==> src/rtl/cic_ctrl_if.sv <==
// Bus bundle for cic_ctrl: run control, CIC strobe/data, and the output
// stream handshake. slave is the controller's view, master the driver's view.
interface cic_ctrl_if #(
    parameter int WIDTH = 24
);
    logic             enable;
    logic [7:0]       ratio;
    logic             dec_en;
    logic [WIDTH-1:0] dec_in;
    logic [WIDTH-1:0] dout;
    logic             dout_valid;
    logic             dout_ready;
    logic             running;
    logic [7:0]       ovf_cnt;

    modport slave (
        input  enable, ratio, dec_in, dout_ready,
        output dec_en, dout, dout_valid, running, ovf_cnt
    );

    modport master (
        output enable, ratio, dec_in, dout_ready,
        input  dec_en, dout, dout_valid, running, ovf_cnt
    );
endinterface

==> src/rtl/cic_ctrl.sv <==
// CIC decimator controller: issues the decimation strobe, discards the
// settling samples and buffers results in a 2-entry FIFO. Drop counter: CIC_CTRL_OVF_CNT_EN.
module cic_ctrl #(
    parameter int WIDTH  = 24,
    parameter int STAGES = 3
) (
    input  logic      clk,
    input  logic      rst,
    cic_ctrl_if.slave bus
);
    localparam int DW = (STAGES > 0) ? $clog2(STAGES + 1) : 1;

    typedef enum logic [1:0] {
        IDLE   = 2'd0,
        WARMUP = 2'd1,
        RUN    = 2'd2
    } state_t;

    state_t           state_q, state_d;
    logic [7:0]       phase_q, phase_d;
    logic [7:0]       ratio_q, ratio_d;
    logic [DW-1:0]    disc_q, disc_d;
    logic             cap_q;
    logic             dec_en;
    logic             capture;
    logic             push;
    logic             pop;
    logic             full;
    logic             do_write;
    logic [7:0]       ratio_clamped;
    logic [WIDTH-1:0] mem_q [2];
    logic             wr_ptr_q;
    logic             rd_ptr_q;
    logic [1:0]       count_q;

    assign ratio_clamped = (bus.ratio < 8'd2) ? 8'd2 : bus.ratio;
    assign dec_en        = (state_q != IDLE) && (phase_q == ratio_q - 8'd1);
    // The word arrives one cycle after the strobe; it only counts while active.
    assign capture       = cap_q && (state_q != IDLE);

    always_comb begin
        state_d = state_q;
        phase_d = phase_q;
        ratio_d = ratio_q;
        disc_d  = disc_q;
        push    = 1'b0;

        unique case (state_q)
            IDLE: begin
                phase_d = 8'd0;
                if (bus.enable) begin
                    state_d = WARMUP;
                    ratio_d = ratio_clamped;
                    disc_d  = DW'(STAGES);
                end
            end
            WARMUP: begin
                // The first kept sample is pushed here, so running rises with its dout_valid.
                if (capture) begin
                    if (disc_q != '0) begin
                        disc_d = disc_q - DW'(1);
                    end else begin
                        push    = 1'b1;
                        state_d = RUN;
                    end
                end else if (STAGES == 0) begin
                    state_d = RUN;
                end
            end
            RUN: begin
                push = capture;
            end
            default: begin
                state_d = IDLE;
            end
        endcase

        if (state_q != IDLE) begin
            phase_d = (phase_q == ratio_q - 8'd1) ? 8'd0 : phase_q + 8'd1;
            if (!bus.enable) begin
                state_d = IDLE;
                phase_d = 8'd0;
            end
        end
    end

    always_ff @(posedge clk or posedge rst) begin
        if (rst) begin
            state_q <= IDLE;
            phase_q <= 8'd0;
            ratio_q <= 8'd2;
            disc_q  <= '0;
            cap_q   <= 1'b0;
        end else begin
            state_q <= state_d;
            phase_q <= phase_d;
            ratio_q <= ratio_d;
            disc_q  <= disc_d;
            cap_q   <= dec_en;
        end
    end

    // A full FIFO still accepts a push when the head leaves in the same cycle.
    assign pop      = (count_q != 2'd0) && bus.dout_ready;
    assign full     = (count_q == 2'd2);
    assign do_write = push && (!full || pop);

    always_ff @(posedge clk) begin
        if (do_write) begin
            mem_q[wr_ptr_q] <= bus.dec_in;
        end
    end

    always_ff @(posedge clk or posedge rst) begin
        if (rst) begin
            wr_ptr_q <= 1'b0;
            rd_ptr_q <= 1'b0;
            count_q  <= 2'd0;
        end else begin
            if (do_write) begin
                wr_ptr_q <= ~wr_ptr_q;
            end
            if (pop) begin
                rd_ptr_q <= ~rd_ptr_q;
            end
            count_q <= count_q + {1'b0, do_write} - {1'b0, pop};
        end
    end

    assign bus.dec_en     = dec_en;
    assign bus.dout_valid = (count_q != 2'd0);
    assign bus.dout       = (count_q != 2'd0) ? mem_q[rd_ptr_q] : '0;
    assign bus.running    = (state_q == RUN);

`ifdef CIC_CTRL_OVF_CNT_EN
    logic       drop;
    logic [7:0] ovf_q;

    assign drop = push && full && !pop;

    always_ff @(posedge clk or posedge rst) begin
        if (rst) begin
            ovf_q <= 8'd0;
        end else if (drop && (ovf_q != 8'hFF)) begin
            ovf_q <= ovf_q + 8'd1;
        end
    end

    assign bus.ovf_cnt = ovf_q;
`else
    assign bus.ovf_cnt = 8'd0;
`endif

endmodule
==> src/flat_wrapper.sv <==
// flat-port wrapper written by rule: the top's interface ports become plain ports
module cic_ctrl_flat 
#(
    parameter int WIDTH  = 24,
    parameter int STAGES = 3
)
  (clk, rst, bus_enable, bus_ratio, bus_dec_in, bus_dout_ready, bus_dec_en, bus_dout, bus_dout_valid, bus_running, bus_ovf_cnt);
  cic_ctrl_if #(.WIDTH(WIDTH)) bus_i ();
  input  logic clk;
  input  logic rst;
  input wire logic [$bits(bus_i.enable)-1:0] bus_enable;
  input wire logic [$bits(bus_i.ratio)-1:0] bus_ratio;
  input wire logic [$bits(bus_i.dec_in)-1:0] bus_dec_in;
  input wire logic [$bits(bus_i.dout_ready)-1:0] bus_dout_ready;
  output wire logic [$bits(bus_i.dec_en)-1:0] bus_dec_en;
  output wire logic [$bits(bus_i.dout)-1:0] bus_dout;
  output wire logic [$bits(bus_i.dout_valid)-1:0] bus_dout_valid;
  output wire logic [$bits(bus_i.running)-1:0] bus_running;
  output wire logic [$bits(bus_i.ovf_cnt)-1:0] bus_ovf_cnt;
  assign bus_i.enable = bus_enable;
  assign bus_i.ratio = bus_ratio;
  assign bus_i.dec_in = bus_dec_in;
  assign bus_i.dout_ready = bus_dout_ready;
  assign bus_dec_en = bus_i.dec_en;
  assign bus_dout = bus_i.dout;
  assign bus_dout_valid = bus_i.dout_valid;
  assign bus_running = bus_i.running;
  assign bus_ovf_cnt = bus_i.ovf_cnt;
  cic_ctrl #(.WIDTH(WIDTH), .STAGES(STAGES)) u_core (.clk(clk), .rst(rst), .bus(bus_i));
endmodule
==> config.mk <==
export PLATFORM = sky130hd
export DESIGN_NAME = cic_ctrl_flat
export DESIGN_NICKNAME = d
export VERILOG_FILES = /design/src/rtl/cic_ctrl_if.sv /design/src/rtl/cic_ctrl.sv /design/src/flat_wrapper.sv
export SDC_FILE = /design/constraint.sdc
export NUM_CORES = 1
export LEC_CHECK = 0
export CAP_MARGIN = 10
export CELL_PAD_IN_SITES_DETAIL_PLACEMENT = 0
export CELL_PAD_IN_SITES_GLOBAL_PLACEMENT = 1
export CORE_MARGIN = 2
export CORE_UTILIZATION = 44
export DETAILED_ROUTE_END_ITERATION = 7
export PLACE_DENSITY_LB_ADDON = 0.1
export RECOVER_POWER = 25
export SLEW_MARGIN = 20
export SYNTH_ARGS = -nofsm -noshare
export SYNTH_HDL_FRONTEND = slang
export SYNTH_SLANG_ARGS = --single-unit
==> constraint.sdc <==
create_clock -name clk -period 5 [get_ports clk]
set_input_delay 0.75 -clock clk [delete_from_list [all_inputs] [get_ports clk]]
set_output_delay 0.75 -clock clk [all_outputs]
set_load 0.01 [all_outputs]
==> results of run 1 <==
[critical path: cells and delay by family, from the launching register on]
kind            cells  cell delay, ns
fa+ha+maj           1            0.18
flops               1            0.46
buf+inv             2            0.65
simple gates        3            0.82
compound gates      2            0.64
[layer usage]
metal  global-route usage  share of wire  vias up
li1                     -              -     1055
met1                0.203           0.48     1003
met2                0.256           0.46       49
met3               0.0477          0.045        7
met4               0.0530          0.013        0
met5                    0              0        -
[area by class of cell]
| cell class | count | area (um^2) |
|---|---|---|
| clock buffer | 10 | 128 |
| tap | 99 | 124 |
| fill | 610 | 3050 |
| inverter | 15 | 56.3 |
| timing repair buffer | 64 | 636 |
| multi-input combinational | 167 | 1200 |
| sequential | 73 | 2070 |
| clock inverter | 6 | 68.8 |
[how the worst max path moves through the flow]
stage / from / endpoint / slack (ns) / cells after the start
final: u_core.ratio_q[0] / bus_dec_en / 1.17 / 8
after global routing: u_core.ratio_q[0] / bus_dec_en / 0.93 / 8
after CTS: u_core.ratio_q[0] / bus_dec_en / 1.14 / 8
after detailed placement: u_core.ratio_q[0] / bus_dec_en / 1.54 / 8
after global placement: u_core.ratio_q[0] / bus_dec_en / 1.58 / 8
after floorplan: u_core.state_q[1] / u_core.mem_q[0][0] / 2.17 / 6
[cell families (layout without fill, tap and decap cells)]
logic type                 after synthesis  count (layout)  synth area share
AOI/OAI and AO/OA                       25              25            0.0581
DFF                                     73              73             0.612
other                                    1               8           0.00111
xor gates and xnor gates                18              18            0.0466
and+or+nand+nor                         76              76             0.113
adders and majority gates                9               9            0.0333
buffers and inverters                   30              95            0.0422
muxes                                   31              31            0.0943
[power by group through the flow]
stage          logic [mW]  registers, mW  clock network [mW]
2_1_floorplan       0.473          0.772                   0
3_3_place_gp        0.739          0.792                   0
3_5_place_dp        0.745          0.794                   0
4_1_cts             0.749          0.780               0.473
5_1_grt             0.804          0.791               0.503
6_report            0.737          0.780               0.458
[through the flow]
step,power [mW],hold WS (ns),area [um^2]
3_5_place_dp,1.54,0.469,4090
4_1_cts,2.00,0.479,4280
3_3_place_gp,1.53,0.466,4090
6_report,1.97,0.480,4280
2_1_floorplan,1.24,0.455,3410
5_1_grt,2.10,0.497,4280
[sequential cells by signal (all words and copies together), names as in the netlist]
name	count
u_core.cap_q	1
u_core.count_q	2
u_core.disc_q	2
u_core.mem_q	48
u_core.phase_q	8
u_core.ratio_q	8
u_core.rd_ptr_q	1
u_core.state_q	2
u_core.wr_ptr_q	1
[Yosys cell counts (2+ instances only)]
cell / n
nor3_1: 5
clkbuf_1: 7
nand4_1: 2
inv_1: 14
a21oi_1: 7
nand2b_1: 2
nor2_1: 38
xnor2_1: 11
xor2_1: 7
mux2_2: 7
and3_1: 3
dfrtp_1: 24
nor4_1: 8
buf_4: 8
edfxtp_1: 48
ha_1: 9
nand2_1: 7
o21ai_0: 3
nor2b_1: 3
a211oi_1: 2
a21o_1: 2
mux2i_1: 24
nand3_1: 2
==> flow_summary.yaml, run 1 <==
place:
  pre_cts_slack_ns: 1.54
  gp_congestion: 0.769
  placed_cells: 418
  hpwl_um: 4130
  port_buffers: 62
synth:
  synth_warnings: 0
  synth_area_leaders: "edfxtp_1 43%, dfrtp_1 18%, mux2i_1 7.1%"
  netlist_instances: 263
  synth_top_area_share: 0.426
  ys_ff_latch: 73
  synth-seq-area-share: 0.612
  synth_cell_type_count: 43
  avgSynthCellArea_um2: 12.9
  ys_dominant_reg_cell: "edfxtp_1"
  post-synth-top-area-cell: "edfxtp_1"
  synth_edf_count: 48
  synth_area_mm2: 0.00338
  synthArstFlopShare: 0.342
routing:
  drcViolationCount: 0
  avgRoutedWirePerCell_um: 14.2
  drt-initial-drc-count: 94
  ant_nets: 0
  avgViaCountPerCell: 4.87
  wl_um: 6160
  vias: 2114
  first_pass_iters: 4
critical_path:
  worstSetupStartpointType: "flop"
  crit_required_ns: 4.25
  crit_path_end_kind: "output port"
  rr_worst_depth: 6
  crit_chain: "inv_1 -> ha_1 -> or3b_4 -> nor4_2 -> o2111ai_2 -> a311oi_4 -> nor2b_1 -> clkdlybuf4s50_1"
  critPathKind: "flop to output port"
  reg2reg_to: "u_core.mem_q[1][7]"
  r2r_start: "u_core.state_q[0]"
  max_stage_delay_ns: 0.56
  worst_ep_arrival_time_ns: 3.08
  r2r_slack_ns: 2.40
  critPathSlowestCell: "clkdlybuf4s50_1"
  worstPathMaxFanout: 9
clock_tree:
  path_clk_slew_ns: 0.07
  numCtsBuffers: 9
  cts_hold_buf: 0
  cts_resized: 0
  clk_path_buf_depth: 2
  clkSinkCount: 73
  root_buffer: "clkbuf_8"
  clk_latency_ns: 0.34
  htreeDepth: 3
  postCtsSetupBuffers: 0
  cts_tree: "yes"
timing:
  min_period_over_period: 0.767
  setup_violations: 0
  slew_headroom: 0.329
  fmax_mhz: 261
  rsz0062_at_grt: "false"
  tns_ns: 0
  report.final.slew_viol_count: 0
  max_slew.worst_pin.slew_ns: 1.01
  clock_skew_ns: 0.00982
  min_period_ns: 3.83
  hold_viol_final: 0
  setup_ws_ns: 1.17
finish:
  final_core_util: 0.584
  final_common_cell: "edfxtp_1"
  final_cell_mix: "48 x edfxtp_1, 40 x clkdlybuf4s50_1, 37 x nor2_1"
  instances_no_fill: 434
  drive_above_1_share: 0.0985
  antenna_cells: 0
  nNetsFinal: 375
  area_delta_synth_final_pct: 26.7
power_and_ir_drop:
  power.density_mw_per_mm2: 461
  power.internal_mw: 1.32
  seqPwrFrac: 0.395
  combPwrFrac: 0.373
  irDropWorstVdd_v: 0.000224
  p_sw_frac: 0.333
  p_leak_nw: 1.65
  p_switching_mw: 0.658
  power_frac_clock: 0.232
grt:
  grtUsageTotal: 0.158
  antenna_found_initial: 0
  grt_pass1_wl_um: 10400
  grt_pass1_vias: 2164
  grt-ovfl-total: 0
  grt_max_degree: 26
floorplan:
  rows: 31
  initial_utilization: 0.461
  ios: 71
  coreArea_mm2: 0.00733
  fp.dieH_um: 91.7
  die_area_mm2: 0.00840
  chipWidth_um: 91.7
hold_path:
  hold_path_class: "flop to flop"
  hold_path_end: "u_core.rd_ptr_q"
  holdPathStages: 1
  min_from: "u_core.rd_ptr_q"
status:
  outcome: "complete, no violations"
run:
  drv_cap: 0
(Power assumes the default switching activity.)
==> run 2, diff against run 1 <==
--- a/config.mk
+++ b/config.mk
@@ -9,7 +9,7 @@
 export CELL_PAD_IN_SITES_DETAIL_PLACEMENT = 0
 export CELL_PAD_IN_SITES_GLOBAL_PLACEMENT = 1
 export CORE_MARGIN = 2
-export CORE_UTILIZATION = 44
+export CORE_UTILIZATION = 41
 export DETAILED_ROUTE_END_ITERATION = 7
 export PLACE_DENSITY_LB_ADDON = 0.1
 export RECOVER_POWER = 25
==> constraint.sdc (replaced) <==
create_clock -name clk -period 3.53 [get_ports clk]
set_input_delay 0.5295 -clock clk [delete_from_list [all_inputs] [get_ports clk]]
set_output_delay 0.5295 -clock clk [all_outputs]
set_load 0.01 [all_outputs]
==> run 2 against run 1 <==
  * Worst setup slack lost 0.99 ns
  * Core utilization down 4.9 points
  * Flip-flop and latch count unchanged
  * Critical path depth is the same
  * First-iteration DRC count is 7.4% lower
  * Final area rose by 1.1%
  * Worst hold slack better by 0.026 ns
  * Die area rose by 7.0%
  * Sequential power grew 44%
  * Global-route usage fell by 1.6 points
  * Sequential share of layout area decreased by 0.47 points
  * Routed wire length is 3.8% lower
  * Largest power group unchanged
==> flow_summary.yaml, run 2 (synthesis gave the netlist of run 1 again) <==
status:
  outcome: "complete, no violations"
grt:
  grt_max_degree: 26
  grt_pass1_vias: 2043
  grtUsageTotal: 0.142
  grt_pass1_wl_um: 9680
  antenna_found_initial: 0
  grt-ovfl-total: 0
floorplan:
  fp.dieH_um: 94.8
  ios: 71
  rows: 33
  initial_utilization: 0.418
  coreArea_mm2: 0.00809
  chipWidth_um: 94.8
  die_area_mm2: 0.00899
critical_path:
  worstPathMaxFanout: 5
  worst_ep_arrival_time_ns: 2.82
  crit_required_ns: 3.00
  critPathKind: "flop to output port"
  worstSetupStartpointType: "flop"
  crit_path_end_kind: "output port"
timing:
  tns_ns: 0
  hold_ws_ns: 0.506
  clock_skew_ns: 0.00847
  report.final.slew_viol_count: 0
  hold_viol_final: 0
  slew_headroom: 0.383
  fmax_mhz: 299
  setup_violations: 0
  rsz0062_at_grt: "false"
  max_slew.worst_pin.slew_ns: 0.920
  min_period_ns: 3.35
  setup_ws_ns: 0.181
  min_period_over_period: 0.949
finish:
  final_cell_mix: "48 x edfxtp_1, 40 x clkdlybuf4s50_1, 37 x nor2_1"
  largest_registers: "u_core.mem_q (48), u_core.phase_q (8), u_core.ratio_q (8)"
  largest_register_ff_count: 48
  nNetsFinal: 379
  area_delta_synth_final_pct: 28.0
  final_common_cell: "edfxtp_1"
  instances_no_fill: 444
  final_core_util: 0.535
  top_register: "u_core.mem_q"
  fin_area_mm2: 0.00433
  antenna_cells: 0
  fill_cells: 733
  drive_above_1_share: 0.112
routing:
  drt-initial-drc-count: 87
  avgRoutedWirePerCell_um: 13.3
  avgViaCountPerCell: 4.80
  drcViolationCount: 0
  first_pass_iters: 4
  vias: 2132
  wl_um: 5920
  ant_nets: 0
power_and_ir_drop:
  power_frac_clock: 0.228
  irDropWorstVdd_v: 0.000366
  power.density_mw_per_mm2: 649
  seqPwrFrac: 0.400
  p_sw_frac: 0.331
  combPwrFrac: 0.372
  power.internal_mw: 1.88
  p_switching_mw: 0.929
  p_leak_nw: 1.68
  power_mw: 2.81
place:
  placed_cells: 428
  placed_cell_area_mm2: 0.00412
  gp_congestion: 0.746
  port_buffers: 62
  hpwl_um: 4080
  pre_cts_slack_ns: 0.491
clock_tree:
  cts_tree: "yes"
  cts_hold_buf: 0
  numCtsBuffers: 9
  root_buffer: "clkbuf_8"
  clkSinkCount: 73
  clk_path_buf_depth: 2
  clk_latency_ns: 0.34
  htreeDepth: 3
  path_clk_slew_ns: 0.08
hold_path:
  hold_path_class: "flop to flop"
run:
  drv_cap: 0
-- run 2: cell types whose count changed in the layout (fill, tap and decap cells not counted), sizes merged --
cell	change
clkinv	+4
clkinvlp	-3
inv	-1
buf	+4
-- run 2: what timing repair did --
item / CTS / global route
setup buffers: 0 / 0
setup endpoints to repair: 0 / 1
resized for setup: 0 / 3
-- run 2: path summary, 6_finish.rpt --
kind | end | startpoint | cells after the start | slack, ns
max | bus_dec_en | u_core.ratio_q[0] | 8 | 0.18
min | u_core.wr_ptr_q | u_core.wr_ptr_q | 1 | 0.51
max reg2reg | u_core.mem_q[0][13] | u_core.state_q[1] | 7 | 1.02
min reg2reg | u_core.wr_ptr_q | u_core.wr_ptr_q | 1 | 0.51
max in group asynchronous | u_core.ratio_q[0] | rst | 2 | 2.48
min in group asynchronous | u_core.phase_q[7] | rst | 2 | 0.59
-- run 2: layer usage --
| layer | vias up | part of all wire | wire (um) | GRT usage |
|---|---|---|---|---|
| li1 | 1070 | - | - | - |
| met1 | 997 | 0.48 | 2830 | 0.188 |
| met2 | 56 | 0.45 | 2670 | 0.225 |
| met3 | 9 | 0.056 | 330 | 0.0319 |
| met4 | 0 | 0.016 | 92 | 0.0580 |
| met5 | - | 0 | 0 | 0 |
-- run 2: critical path, cell delays in order, from the launching register on --
cell             delay (ns)
dfrtp_2                0.46
inv_1                  0.07
ha_1                   0.17
or3b_4                 0.41
nor4_2                 0.17
o2111ai_2              0.15
a311oi_4               0.31
nor2b_4                0.20
clkdlybuf4s50_1        0.54
-- run 2: power groups by stage --
stage	sequential (mW)	combinational, mW	clock (mW)
after floorplan	1.09	0.669	0
after global placement	1.14	1.05	0
after detailed placement	1.15	1.06	0
after CTS	1.12	1.06	0.660
after global routing	1.14	1.14	0.699
final	1.12	1.04	0.640
-- run 2: area by class of cell --
type | instances | area, um^2 | area share
timing repair buffer | 68 | 666 | 0.154
clock inverter | 6 | 68.8 | 0.0159
sequential | 73 | 2070 | 0.478
inverter | 15 | 56.3 | 0.0130
tap | 105 | 131 | 0.0303
multi-input combinational | 167 | 1210 | 0.279
clock buffer | 10 | 128 | 0.0295
==> run 3, diff against run 2 <==
--- a/config.mk
+++ b/config.mk
@@ -11,6 +11,7 @@
 export CORE_MARGIN = 2
 export CORE_UTILIZATION = 41
 export DETAILED_ROUTE_END_ITERATION = 7
+export GPL_TIMING_DRIVEN = 0
 export PLACE_DENSITY_LB_ADDON = 0.1
 export RECOVER_POWER = 25
 export SLEW_MARGIN = 20
==> run 3 against run 2 <==
  * Global-route usage grew 0.68 points
  * Routed wire length rose by 5.1%
  * Core utilization grew 0.70 points
  * Flip-flop and latch count unchanged
  * Via count grew 2.3%
  * Clock skew shrank 0.0027 ns
  * Clock power rose by 3%
  * Worst setup slack improved by 0.027 ns
  * Non-clock buffer count increased by 10
  * Cell count grew 2.3%
  * Critical endpoint unchanged
  * Largest power group unchanged
==> flow_summary.yaml, run 3 (synthesis gave the netlist of run 1 again) <==
timing:
  tns_ns: 0
  fmax_mhz: 301
  slew_headroom: 0.391
  report.final.slew_viol_count: 0
  max_slew.worst_pin.slew_ns: 0.908
  rsz0062_at_grt: "false"
  min_period_ns: 3.32
  hold_viol_final: 0
  clock_skew_ns: 0.00578
  min_period_over_period: 0.941
  setup_violations: 0
place:
  port_buffers: 62
  hpwl_um: 4390
  gp_congestion: 0.774
  placed_cells: 437
power_and_ir_drop:
  p_leak_nw: 1.71
  power.density_mw_per_mm2: 647
  irDropWorstVdd_v: 0.000304
routing:
  vias: 2181
  drt-initial-drc-count: 68
  avgRoutedWirePerCell_um: 13.7
  first_pass_iters: 4
  ant_nets: 0
  wl_um: 6230
  avgViaCountPerCell: 4.80
  drcViolationCount: 0
clock_tree:
  cts_tree: "yes"
  numCtsBuffers: 9
  clkSinkCount: 73
  htreeDepth: 3
  cts_hold_buf: 0
  clk_latency_ns: 0.34
  root_buffer: "clkbuf_8"
  path_clk_slew_ns: 0.07
  clk_path_buf_depth: 2
grt:
  grtUsageTotal: 0.149
  antenna_found_initial: 0
  grt-ovfl-total: 0
  grt_max_degree: 26
  grt_pass1_vias: 2093
  grt_pass1_wl_um: 10000
finish:
  largest_register_ff_count: 48
  seq_area_mm2: 0.00207
  fill_cells: 733
  final_cell_mix: "48 x edfxtp_1, 40 x clkdlybuf4s50_1, 38 x nor2_1"
  nNetsFinal: 389
  instances_no_fill: 454
  drive_above_1_share: 0.120
  multi_input_area_mm2: 0.00121
  area_delta_synth_final_pct: 29.7
  final_common_cell: "edfxtp_1"
  top_register: "u_core.mem_q"
  antenna_cells: 0
  largest_registers: "u_core.mem_q (48), u_core.phase_q (8), u_core.ratio_q (8)"
critical_path:
  crit_chain: "inv_1 -> ha_1 -> or3b_4 -> nor4_2 -> o2111ai_2 -> a311oi_4 -> nor2b_2 -> clkdlybuf4s50_1"
  crit_path_end_kind: "output port"
  worstPathMaxFanout: 5
  crit_required_ns: 3.00
  max_stage_delay_ns: 0.54
  critPathKind: "flop to output port"
  worstSetupStartpointType: "flop"
  critPathSlowestCell: "clkdlybuf4s50_1"
  worst_ep_arrival_time_ns: 2.79
floorplan:
  coreArea_mm2: 0.00809
  chipWidth_um: 94.8
  ios: 71
  initial_utilization: 0.418
  fp.dieH_um: 94.8
  rows: 33
  die_area_mm2: 0.00899
run:
  drv_cap: 0
hold_path:
  hold_path_class: "flop to flop"
status:
  outcome: "complete, no violations"
[run 3: cell count changes in the layout (fill, tap and decap cells not counted), sizes merged]
cell | previous run | this run
buf | 6 | 9
clkinv | 6 | 5
clkbuf | 10 | 17
clkinvlp | 1 | 2
[run 3: metal layers]
layer	wire length (um)	track usage
met1	2890	0.194
met2	2930	0.232
met3	274	0.0303
met4	129	0.0809
met5	0	0
[run 3: what timing repair did]
action	CTS	global route
resized for setup	0	2
pin swaps	1	0
setup buffers	1	0
endpoints found under the setup margin	1	1
[run 3: per-stage QoR]
step	total power, mW	utilization	instance area (um^2)	hold WS, ns	worst slack [ns]
final	2.84	0.542	4390	0.532	0.208
after CTS	2.88	0.541	4380	0.536	0.131
after global routing	3.01	0.542	4390	0.548	0.0179
after global placement	2.19	0.514	4160	0.468	-0.183
after detailed placement	2.21	0.515	4170	0.519	0.261
after floorplan	1.76	-	3410	0.455	0.695
[run 3: critical path, delay by kind of cell, from the launching register on]
family          cells  cell delay (ns)
compound gates      2             0.41
fa+ha+maj           1             0.18
buf+inv             2             0.61
flops               1             0.46
simple gates        3             0.78
[run 3: worst paths after layout]
path / from / end / slack, ns / cells after the start
worst max register to register: u_core.state_q[1] / u_core.mem_q[0][7] / 0.99 / 6
worst min-delay path: u_core.ratio_q[7] / u_core.ratio_q[7] / 0.53 / 1
max in group asynchronous: rst / u_core.ratio_q[0] / 2.48 / 2
min in group asynchronous: rst / u_core.state_q[0] / 0.58 / 2
worst max-delay path: u_core.ratio_q[0] / bus_dec_en / 0.21 / 8
worst min register to register: u_core.ratio_q[7] / u_core.ratio_q[7] / 0.53 / 1
[run 3: power by group]
part | internal, mW | total, mW | switching [mW]
Combinational | 0.554 | 1.08 | 0.522
Sequential | 0.996 | 1.10 | 0.105
Clock | 0.347 | 0.660 | 0.314
[run 3: layout make-up]
class / instances / share of cell area
Sequential cell: 73 / 0.472
Multi-Input combinational cell: 167 / 0.276
Clock inverter: 6 / 0.0154
Buffer: 15 / 0.0197
Tap cell: 105 / 0.0300
Timing Repair Buffer: 63 / 0.143
Clock buffer: 10 / 0.0314
Inverter: 15 / 0.0128
